File: src/rtl/cv32e40s_rnd_arbiter_pkg.sv
// Shared types and helpers for the random-source arbiter and its round-robin picker.
package cv32e40s_rnd_arbiter_pkg;

   typedef enum logic {
      WARMUP = 1'b0,
      READY  = 1'b1
   } rnd_arb_state_e;

   localparam int RND_ARB_NUM_REQ_MAX    = 8;
   localparam int RND_ARB_WARMUP_DEFAULT = 8;

   // One-hot to binary index; an all-zero vector maps to index 0.
   function automatic logic [2:0] onehot_to_idx(input logic [RND_ARB_NUM_REQ_MAX-1:0] oh);
      logic [2:0] idx;
      idx = 3'd0;
      for (int i = 0; i < RND_ARB_NUM_REQ_MAX; i++) begin
         idx = idx | (oh[i] ? 3'(i) : 3'd0);
      end
      return idx;
   endfunction

endpackage

File: src/rtl/cv32e40s_rr_picker.sv
// Combinational round-robin picker: grants the first set request at or above ptr, wrapping around.
module cv32e40s_rr_picker #(
   parameter int NUM_REQ = 3,
   parameter int PTR_W   = (NUM_REQ > 1) ? $clog2(NUM_REQ) : 1
) (
   input  logic [NUM_REQ-1:0] req,
   input  logic [PTR_W-1:0]   ptr,
   output logic [NUM_REQ-1:0] gnt
);

   // Walk the requesters starting at ptr; the first hit blocks all later ones.
   always_comb begin
      int   idx;
      logic found_s;
      logic hit_s;
      gnt     = {NUM_REQ{1'b0}};
      found_s = 1'b0;
      hit_s   = 1'b0;
      idx     = 0;
      for (int i = 0; i < NUM_REQ; i++) begin
         idx      = (int'(ptr) + i) % NUM_REQ;
         hit_s    = !found_s && req[idx];
         gnt[idx] = hit_s;
         found_s  = found_s | hit_s;
      end
   end

endmodule

File: src/rtl/cv32e40s_rnd_arbiter.sv
// Owns the LFSR controls: warm-up after reset/seed/lockup, then round-robin sharing of random words.
module cv32e40s_rnd_arbiter
   import cv32e40s_rnd_arbiter_pkg::*;
#(
   parameter int NUM_REQ       = 3,
   parameter int WARMUP_SHIFTS = RND_ARB_WARMUP_DEFAULT
) (
   input  logic               clk,
   input  logic               rst,
   input  logic               enable_i,
   input  logic [31:0]        seed_i,
   input  logic               seed_we_i,
   input  logic [NUM_REQ-1:0] req_i,
   output logic [NUM_REQ-1:0] gnt_o,
   output logic [31:0]        rdata_o,
   output logic               ready_o,
   output logic               alert_o,
   output logic               lfsr_enable_o,
   output logic [31:0]        lfsr_seed_o,
   output logic               lfsr_seed_we_o,
   output logic               lfsr_shift_o,
   input  logic [31:0]        lfsr_data_i,
   input  logic               lfsr_lockup_i
);

   localparam int PTR_W  = (NUM_REQ > 1) ? $clog2(NUM_REQ) : 1;
   localparam int WCNT_W = $clog2(WARMUP_SHIFTS + 1);
   localparam logic [WCNT_W-1:0] WARMUP_INIT = WCNT_W'(WARMUP_SHIFTS);
   localparam logic [WCNT_W-1:0] WCNT_ONE    = WCNT_W'(1);
   localparam logic [2:0]        LAST_IDX    = 3'(NUM_REQ - 1);

   rnd_arb_state_e     state_r, state_n_s;
   logic [WCNT_W-1:0]  wcnt_r, wcnt_n_s;
   logic [PTR_W-1:0]   rr_ptr_r, rr_ptr_n_s;
   logic               alert_r, alert_n_s;
   logic [NUM_REQ-1:0] pick_s;
   logic [2:0]         pick_idx_s;
   logic               grant_s;

   cv32e40s_rr_picker #(
      .NUM_REQ (NUM_REQ),
      .PTR_W   (PTR_W)
   ) u_picker (
      .req (req_i),
      .ptr (rr_ptr_r),
      .gnt (pick_s)
   );

   assign pick_idx_s = onehot_to_idx(RND_ARB_NUM_REQ_MAX'(pick_s));

   // A grant needs READY, an enabled source, a request, and no seed/lockup event this cycle.
   assign grant_s = (state_r == READY) && enable_i && (|req_i) && !seed_we_i && !lfsr_lockup_i;

   // State register with synchronous reset.
   always_ff @(posedge clk) begin
      if (rst) begin
         state_r  <= WARMUP;
         wcnt_r   <= WARMUP_INIT;
         rr_ptr_r <= {PTR_W{1'b0}};
         alert_r  <= 1'b0;
      end else begin
         state_r  <= state_n_s;
         wcnt_r   <= wcnt_n_s;
         rr_ptr_r <= rr_ptr_n_s;
         alert_r  <= alert_n_s;
      end
   end

   // Next-state logic; seed write outranks lockup, which outranks normal operation.
   always_comb begin
      state_n_s  = state_r;
      wcnt_n_s   = wcnt_r;
      rr_ptr_n_s = rr_ptr_r;
      alert_n_s  = 1'b0;
      if (seed_we_i) begin
         state_n_s = WARMUP;
         wcnt_n_s  = WARMUP_INIT;
      end else if (lfsr_lockup_i) begin
         state_n_s = WARMUP;
         wcnt_n_s  = WARMUP_INIT;
         alert_n_s = 1'b1;
      end else begin
         case (state_r)
            WARMUP: begin
               if (enable_i) begin
                  wcnt_n_s = wcnt_r - WCNT_ONE;
                  if (wcnt_r == WCNT_ONE) begin
                     state_n_s = READY;
                  end else begin
                     state_n_s = WARMUP;
                  end
               end else begin
                  wcnt_n_s = wcnt_r;
               end
            end
            READY: begin
               if (grant_s) begin
                  if (pick_idx_s == LAST_IDX) begin
                     rr_ptr_n_s = {PTR_W{1'b0}};
                  end else begin
                     rr_ptr_n_s = PTR_W'(pick_idx_s + 3'd1);
                  end
               end else begin
                  rr_ptr_n_s = rr_ptr_r;
               end
            end
            default: begin
               state_n_s = WARMUP;
               wcnt_n_s  = WARMUP_INIT;
            end
         endcase
      end
   end

   // Output decode; everything is held at zero while reset is asserted.
   always_comb begin
      gnt_o          = {NUM_REQ{1'b0}};
      rdata_o        = 32'h0;
      ready_o        = 1'b0;
      alert_o        = 1'b0;
      lfsr_enable_o  = 1'b0;
      lfsr_seed_o    = 32'h0;
      lfsr_seed_we_o = 1'b0;
      lfsr_shift_o   = 1'b0;
      if (rst) begin
         gnt_o = {NUM_REQ{1'b0}};
      end else begin
         ready_o       = (state_r == READY);
         alert_o       = alert_r;
         lfsr_enable_o = enable_i;
         if (seed_we_i) begin
            lfsr_seed_we_o = 1'b1;
            lfsr_seed_o    = seed_i;
         end else if (lfsr_lockup_i) begin
            lfsr_shift_o = 1'b0;
         end else begin
            case (state_r)
               WARMUP: lfsr_shift_o = enable_i;
               READY: begin
                  if (grant_s) begin
                     gnt_o        = pick_s;
                     rdata_o      = lfsr_data_i;
                     lfsr_shift_o = 1'b1;
                  end else begin
                     lfsr_shift_o = 1'b0;
                  end
               end
               default: lfsr_shift_o = 1'b0;
            endcase
         end
      end
   end

endmodule

File: config.mk
export PLATFORM = sky130hd
export DESIGN_NAME = cv32e40s_rnd_arbiter
export DESIGN_NICKNAME = d
export VERILOG_FILES = /design/src/rtl/cv32e40s_rnd_arbiter_pkg.sv /design/src/rtl/cv32e40s_rr_picker.sv /design/src/rtl/cv32e40s_rnd_arbiter.sv
export SDC_FILE = /design/constraint.sdc
export NUM_CORES = 1
export LEC_CHECK = 0
export CAP_MARGIN = 20
export CORE_MARGIN = 3
export CORE_UTILIZATION = 23
export DETAILED_ROUTE_END_ITERATION = 10
export GPL_ROUTABILITY_DRIVEN = 1
export PLACE_DENSITY = 0.77
export SYNTH_ARGS = -nofsm -noshare
export SYNTH_HDL_FRONTEND = slang
export SYNTH_SLANG_ARGS = --single-unit
File: constraint.sdc
create_clock -name clk -period 2 [get_ports clk]
set_input_delay 0.4 -clock clk [delete_from_list [all_inputs] [get_ports clk]]
set_output_delay 0.4 -clock clk [all_outputs]
set_load 0.005 [all_outputs]
==> impl_metrics.yaml, run 1 <==
outcome:
  outcome: "finished, violations left"
  violations: "negative setup slack"
clock_network:
  root_buffer: "clkbuf_8"
  clkTransAtPathRegs_ns: 0.04
  clockBufferDepth: 2
  cts_htree_levels: 1
  cts_tree: "built"
  ctsHoldBuffers: 0
  cts.sinks: 8
  cts_made_buffers: 3
  insertion_delay_ns: 0.23
sta:
  slew_viol_final: 0
  period_share: 1.15
  slew-limit-headroom: 0.796
  worstMarginPinSlew_ns: 0.304
  min_period_ns: 2.29
  fin_tns_setup_ns: -5.40
  fin_skew_ns: 0.00207
  worst_hold_slack_ns: 0.489
  hold_viol: 0
  setup_ws_ns: -0.292
  fmax_mhz: 436
  rsz0062_at_grt: "yes"
  setup_viol: 37
synthesis:
  synth_warnings: 0
  synth_cells: 153
  synth_fp_nets: 231
  synth_area_um2: 1120
  seq_area_frac_synth: 0.143
  post_synth_num_cell_types: 35
  ys_seq_elements: 8
  syn_area_per_cell_um2: 7.34
critical_path:
  slowest_delay_ns: 0.33
  arrival_ns: 1.89
  end_kind: "output port"
  critical_path.top_delay_family: "multiplexers"
  path_cells: "inv_2, ha_4, mux2_4, mux2i_4, mux2i_1, a22oi_1, nor3_2, buf_2"
  cp_data_required_time_ns: 1.60
  critPathMaxFanout: 3
  crit_slowest_cell: "dfxtp_2"
  critPathKind: "reg2out"
  worst_setup_path_start_kind: "flop"
  path_buf_inv: 2
place:
  gp_congestion: 0.777
  hpwlAfterDp_um: 4550
  io_buffer_count: 143
cells_and_area:
  final_common_cell: "clkdlybuf4s50_1"
  fillers: 324
  final_core_util: 0.733
  layout_common_cells: "clkdlybuf4s50_1, buf_6, buf_4"
  final_nets: 423
  num_antenna_cells: 0
  synthToLayoutAreaGrowth_pct: 196
  drive_above_1_share: 0.458
drt:
  drc: 0
  wl_per_cell_um: 16.4
  drtIter0Drc: 52
  final_antenna_net_count: 0
  wirelength_um: 6700
  via_count: 1797
  drtPass1Iterations: 5
  vias_per_cell: 4.40
floorplanning:
  die_h_um: 75.9
  start_util: 0.248
  die_x_um: 75.9
  pin_count: 144
  die-area_um2: 5750
  core_um2: 4530
  fp-row-count: 24
global_route:
  grt_use_met3: 0.0356
  grt_pass1_vias: 1640
  top_usage_layer: "met2"
  antenna_found_initial: 0
  grt_use_total: 0.189
  grt_max_degree: 10
  met2_usage: 0.338
  grt_pass1_wl_um: 8360
  use_met1: 0.238
  grt-ovfl-total: 0
power:
  p_leak_nw: 1.70
  ir_worst_vdd_mv: 0.358
  p_per_area_nw_per_um2: 207
  fin_total_pwr_w: 0.000688
flow_run:
  maxCapViolations: 0
hold_path:
  hold_path.class: "in2reg"
worst min-delay path, delay by kind of cell:
kind,cells,cell delay [ns]
buf+inv,2,0.22
simple gates,1,0.05
logic make-up (layout without fill, tap and decap cells):
group | Yosys count | count (layout) | share of synthesized area
AND/OR/NAND/NOR | 104 | 104 | 0.576
buffers and inverters | 13 | 203 | 0.0635
multiplexers | 4 | 4 | 0.0368
adder cells (fa/ha/maj) | 6 | 6 | 0.0669
flip-flops | 8 | 8 | 0.143
XOR/XNOR | 3 | 3 | 0.0234
AO/OA/AOI/OAI | 15 | 15 | 0.0903
what timing repair did:
item,in CTS,in global routing
gates resized for setup,271,63
setup buffers,17,4
pin swaps,44,13
cloned,6,1
endpoints found under the setup margin,72,56
path summary, 6_finish.rpt:
path / from / to / slack, ns / cells after the start
setup / recovery: rr_ptr_r[1] / gnt_o[0] / -0.29 / 8
hold reg to reg: wcnt_r[3] / wcnt_r[3] / 0.50 / 2
hold / removal: seed_we_i / alert_r / 0.49 / 3
setup reg to reg: rr_ptr_r[1] / rr_ptr_r[0] / -0.07 / 12
state kept, by name, indices dropped and copies added, names as in the netlist:
name	flops
wcnt_r	4
rr_ptr_r	2
state_r	1
alert_r	1
metrics by stage:
step	cell area, um2	cells	setup slack [ns]
4_1_cts	3220	408	-0.330
2_1_floorplan	1130	153	0.0108
6_report	3330	408	-0.292
3_3_place_gp	2820	382	-0.830
5_1_grt	3330	408	-0.376
3_5_place_dp	2820	382	-0.895
power breakdown:
| part | leakage [nW] | internal, W | switching [W] | total [W] |
|---|---|---|---|---|
| Combinational | 1.62 | 0.000227 | 0.000103 | 0.000330 |
| Clock | 0.0216 | 0.000130 | 0.0000631 | 0.000193 |
| Sequential | 0.0668 | 0.000162 | 0.00000235 | 0.000165 |
| Total | 1.70 | 0.000520 | 0.000168 | 0.000688 |
area by class of cell:
type / count / area (um2) / area share
Timing Repair Buffer: 195 / 1910 / 0.575
Multi-Input combinational cell: 132 / 1110 / 0.333
Sequential cell: 8 / 166 / 0.0500
Tap cell: 65 / 81.3 / 0.0245
Clock buffer: 3 / 41.3 / 0.0124
Inverter: 5 / 18.8 / 0.00564
cells in the mapped netlist (all sizes together):
cell / number / area share
nor3: 6 / 0.027
a21boi: 2 / 0.013
clkbuf: 5 / 0.017
mux2: 1 / 0.010
nand3: 2 / 0.0089
nand4bb: 1 / 0.010
xor2: 1 / 0.0078
mux2i: 3 / 0.027
buf: 3 / 0.030
o211ai: 1 / 0.0067
nor3b: 1 / 0.0067
nor2b: 9 / 0.050
nor2: 7 / 0.038
a211oi: 1 / 0.0067
and2: 63 / 0.35
dfxtp: 8 / 0.14
nand3b: 3 / 0.020
inv: 5 / 0.017
a31oi: 2 / 0.011
nand2b: 2 / 0.011
o32ai: 1 / 0.0078
and3: 1 / 0.0056
a41o: 1 / 0.0089
o21a: 1 / 0.0067
ha: 6 / 0.067
xnor2: 2 / 0.016
nand4b: 1 / 0.0078
a21oi: 3 / 0.013
o21ai: 2 / 0.0089
a22oi: 1 / 0.0067
or4: 1 / 0.010
nand2: 4 / 0.013
nor4: 2 / 0.011
or3: 1 / 0.0056
per-layer routing:
layer | wire length, um | vias to the layer above
met3 | 551 | 16
met4 | 99 | 0
met5 | 0 | -
met1 | 2610 | 808
met2 | 3450 | 86
li1 | - | 887
Note: power is estimated with default switching activity, not from simulation.
==> run 2: changes to the inputs <==
--- a/config.mk
+++ b/config.mk
@@ -6,11 +6,14 @@
 export NUM_CORES = 1
 export LEC_CHECK = 0
 export CAP_MARGIN = 20
+export CELL_PAD_IN_SITES_DETAIL_PLACEMENT = 1
+export CELL_PAD_IN_SITES_GLOBAL_PLACEMENT = 2
 export CORE_MARGIN = 3
-export CORE_UTILIZATION = 23
+export CORE_UTILIZATION = 10
 export DETAILED_ROUTE_END_ITERATION = 10
 export GPL_ROUTABILITY_DRIVEN = 1
-export PLACE_DENSITY = 0.77
+export PLACE_DENSITY = 0.78
 export SYNTH_ARGS = -nofsm -noshare
 export SYNTH_HDL_FRONTEND = slang
 export SYNTH_SLANG_ARGS = --single-unit
+export TNS_END_PERCENT = 10
==> run 2 against run 1 <==
The run still ends with negative setup slack left. Die area increased by 120%. Total power decreased by 4.8%. Combinational power decreased by 9.1%. Largest cell class unchanged. Largest power group unchanged.
==> impl_metrics.yaml, run 2 (synthesis gave the netlist of run 1 again) <==
global_route:
  grt_max_degree: 18
  grt_use_total: 0.0963
  grt_pass1_wl_um: 9830
  grt-ovfl-total: 0
  grt_pass1_vias: 1831
  antenna_found_initial: 0
sta:
  min_period_ns: 2.32
  worstMarginPinSlew_ns: 0.297
  slew-limit-headroom: 0.800
  fin_skew_ns: 0.00197
  setup_ws_ns: -0.323
  period_share: 1.16
  hold_viol: 0
  rsz0062_at_grt: "yes"
  slew_viol_final: 0
  setup_viol: 36
  fmax_mhz: 430
drt:
  drc: 0
  final_antenna_net_count: 0
  met2WireLength_um: 3470
  via_count: 1697
  maxUsedRoutingLayer: "met4"
  vias_per_cell: 3.64
  wl_per_cell_um: 14.0
  drtIter0Drc: 30
  dr_wl_met3_um: 250
  drtPass1Iterations: 4
  wirelength_um: 6520
  met1_length_um: 2750
critical_path:
  crit_cells: 8
  path_buf_inv: 2
  critPathKind: "reg2out"
  critical_path.top_delay_family: "multiplexers"
  cp_data_required_time_ns: 1.60
  slowest_delay_ns: 0.37
  rr_worst_depth: 8
  critPathMaxFanout: 3
  worst_setup_path_start_kind: "flop"
  end_kind: "output port"
  path_cells: "inv_4, ha_4, mux2_4, mux2i_4, mux2i_1, a22oi_1, nor3_1, buf_2"
  crit_slowest_cell: "dfxtp_4"
  arrival_ns: 1.92
place:
  io_buffer_count: 143
  hpwlAfterDp_um: 5270
  gp_congestion: 0.812
clock_network:
  ctsHoldBuffers: 0
  insertion_delay_ns: 0.23
  clkTransAtPathRegs_ns: 0.04
  clockBufferDepth: 2
  root_buffer: "clkbuf_8"
  cts_tree: "built"
  cts_made_buffers: 3
  cts_htree_levels: 1
  cts.sinks: 8
cells_and_area:
  final_common_cell: "clkdlybuf4s50_1"
  layout_common_cells: "clkdlybuf4s50_1, and2_1, dlygate4sd2_1"
  regMostFlops: "wcnt_r"
  synthToLayoutAreaGrowth_pct: 181
  top_regs: "wcnt_r x4, rr_ptr_r x2"
  final_nets: 406
  final_core_util: 0.289
  num_antenna_cells: 0
  drive_above_1_share: 0.362
  largest_reg_flops: 4
floorplanning:
  start_util: 0.103
  core_um2: 10900
  fp-row-count: 38
  die-area_um2: 12500
  pin_count: 144
  die_h_um: 112
  die_x_um: 112
power:
  p_leak_nw: 1.48
  ir_worst_vdd_mv: 0.178
  p_per_area_nw_per_um2: 208
  fin_total_pwr_w: 0.000655
hold_path:
  hold_path.class: "in2reg"
  holdPathStages: 3
flow_run:
  maxCapViolations: 0
outcome:
  outcome: "finished, violations left"
  violations: "negative setup slack"
run 2: worst paths after layout:
path,start,endpoint,slack [ns]
max,rr_ptr_r[1],gnt_o[0],-0.32
min,seed_we_i,alert_r,0.45
max reg2reg,rr_ptr_r[0],rr_ptr_r[0],0.28
min reg2reg,wcnt_r[3],wcnt_r[3],0.50
run 2: power by group:
| part | switching (W) | internal, W |
|---|---|---|
| Clock | 0.0000615 | 0.000130 |
| Sequential | 0.00000225 | 0.000161 |
| Combinational | 0.0000919 | 0.000208 |
run 2: worst min-delay path, stage by stage:
cell and delay [ns]:
buf_6 0.07, buf_4 0.11, nor3b_1 0.04
run 2: timing repair:
item,4_1_cts,5_1_grt
setup buffers,5,0
pin swaps,16,6
cloned,4,0
resized for setup,265,14
endpoints found under the setup margin,71,37
hold endpoints to repair,0,0
run 2: per-layer routing:
layer,GRT usage,vias to the layer above
met5,0,-
met1,0.121,783
met4,0.0200,0
met3,0.0136,6
met2,0.175,54
li1,-,854
run 2: cell type report:
cell class,instances,area (um2)
repair buffers,178,1700
flip-flops and latches,8,169
multi-input cells,132,1040
fillers,1271,7740
clock buffers,3,41.3
well taps,140,175
inverters,5,21.3
run 2: per-stage QoR:
stage / setup WS (ns) / setup TNS, ns / hold slack (ns) / std cells / area [um2]
floorplan: 0.0108 / 0 / 0.470 / 153 / 1130
finish: -0.323 / -3.08 / 0.450 / 466 / 3150
CTS: -0.335 / -4.30 / 0.447 / 466 / 3110
global route: -0.409 / -5.62 / 0.455 / 466 / 3150
detailed placement: -0.964 / -50.54 / 0.497 / 454 / 2900
global placement: -0.918 / -48.68 / 0.487 / 454 / 2900
==> run 3: changes to the inputs <==
--- a/config.mk
+++ b/config.mk
@@ -10,6 +10,7 @@
 export CELL_PAD_IN_SITES_GLOBAL_PLACEMENT = 2
 export CORE_MARGIN = 3
 export CORE_UTILIZATION = 10
+export CTS_BUF_LIST = sky130_fd_sc_hd__clkbuf_4 sky130_fd_sc_hd__clkbuf_8
 export DETAILED_ROUTE_END_ITERATION = 10
 export GPL_ROUTABILITY_DRIVEN = 1
 export PLACE_DENSITY = 0.78
==> results of run 3 <==
Same layout as run 2: the final DEF is identical, and so are final timing and power.
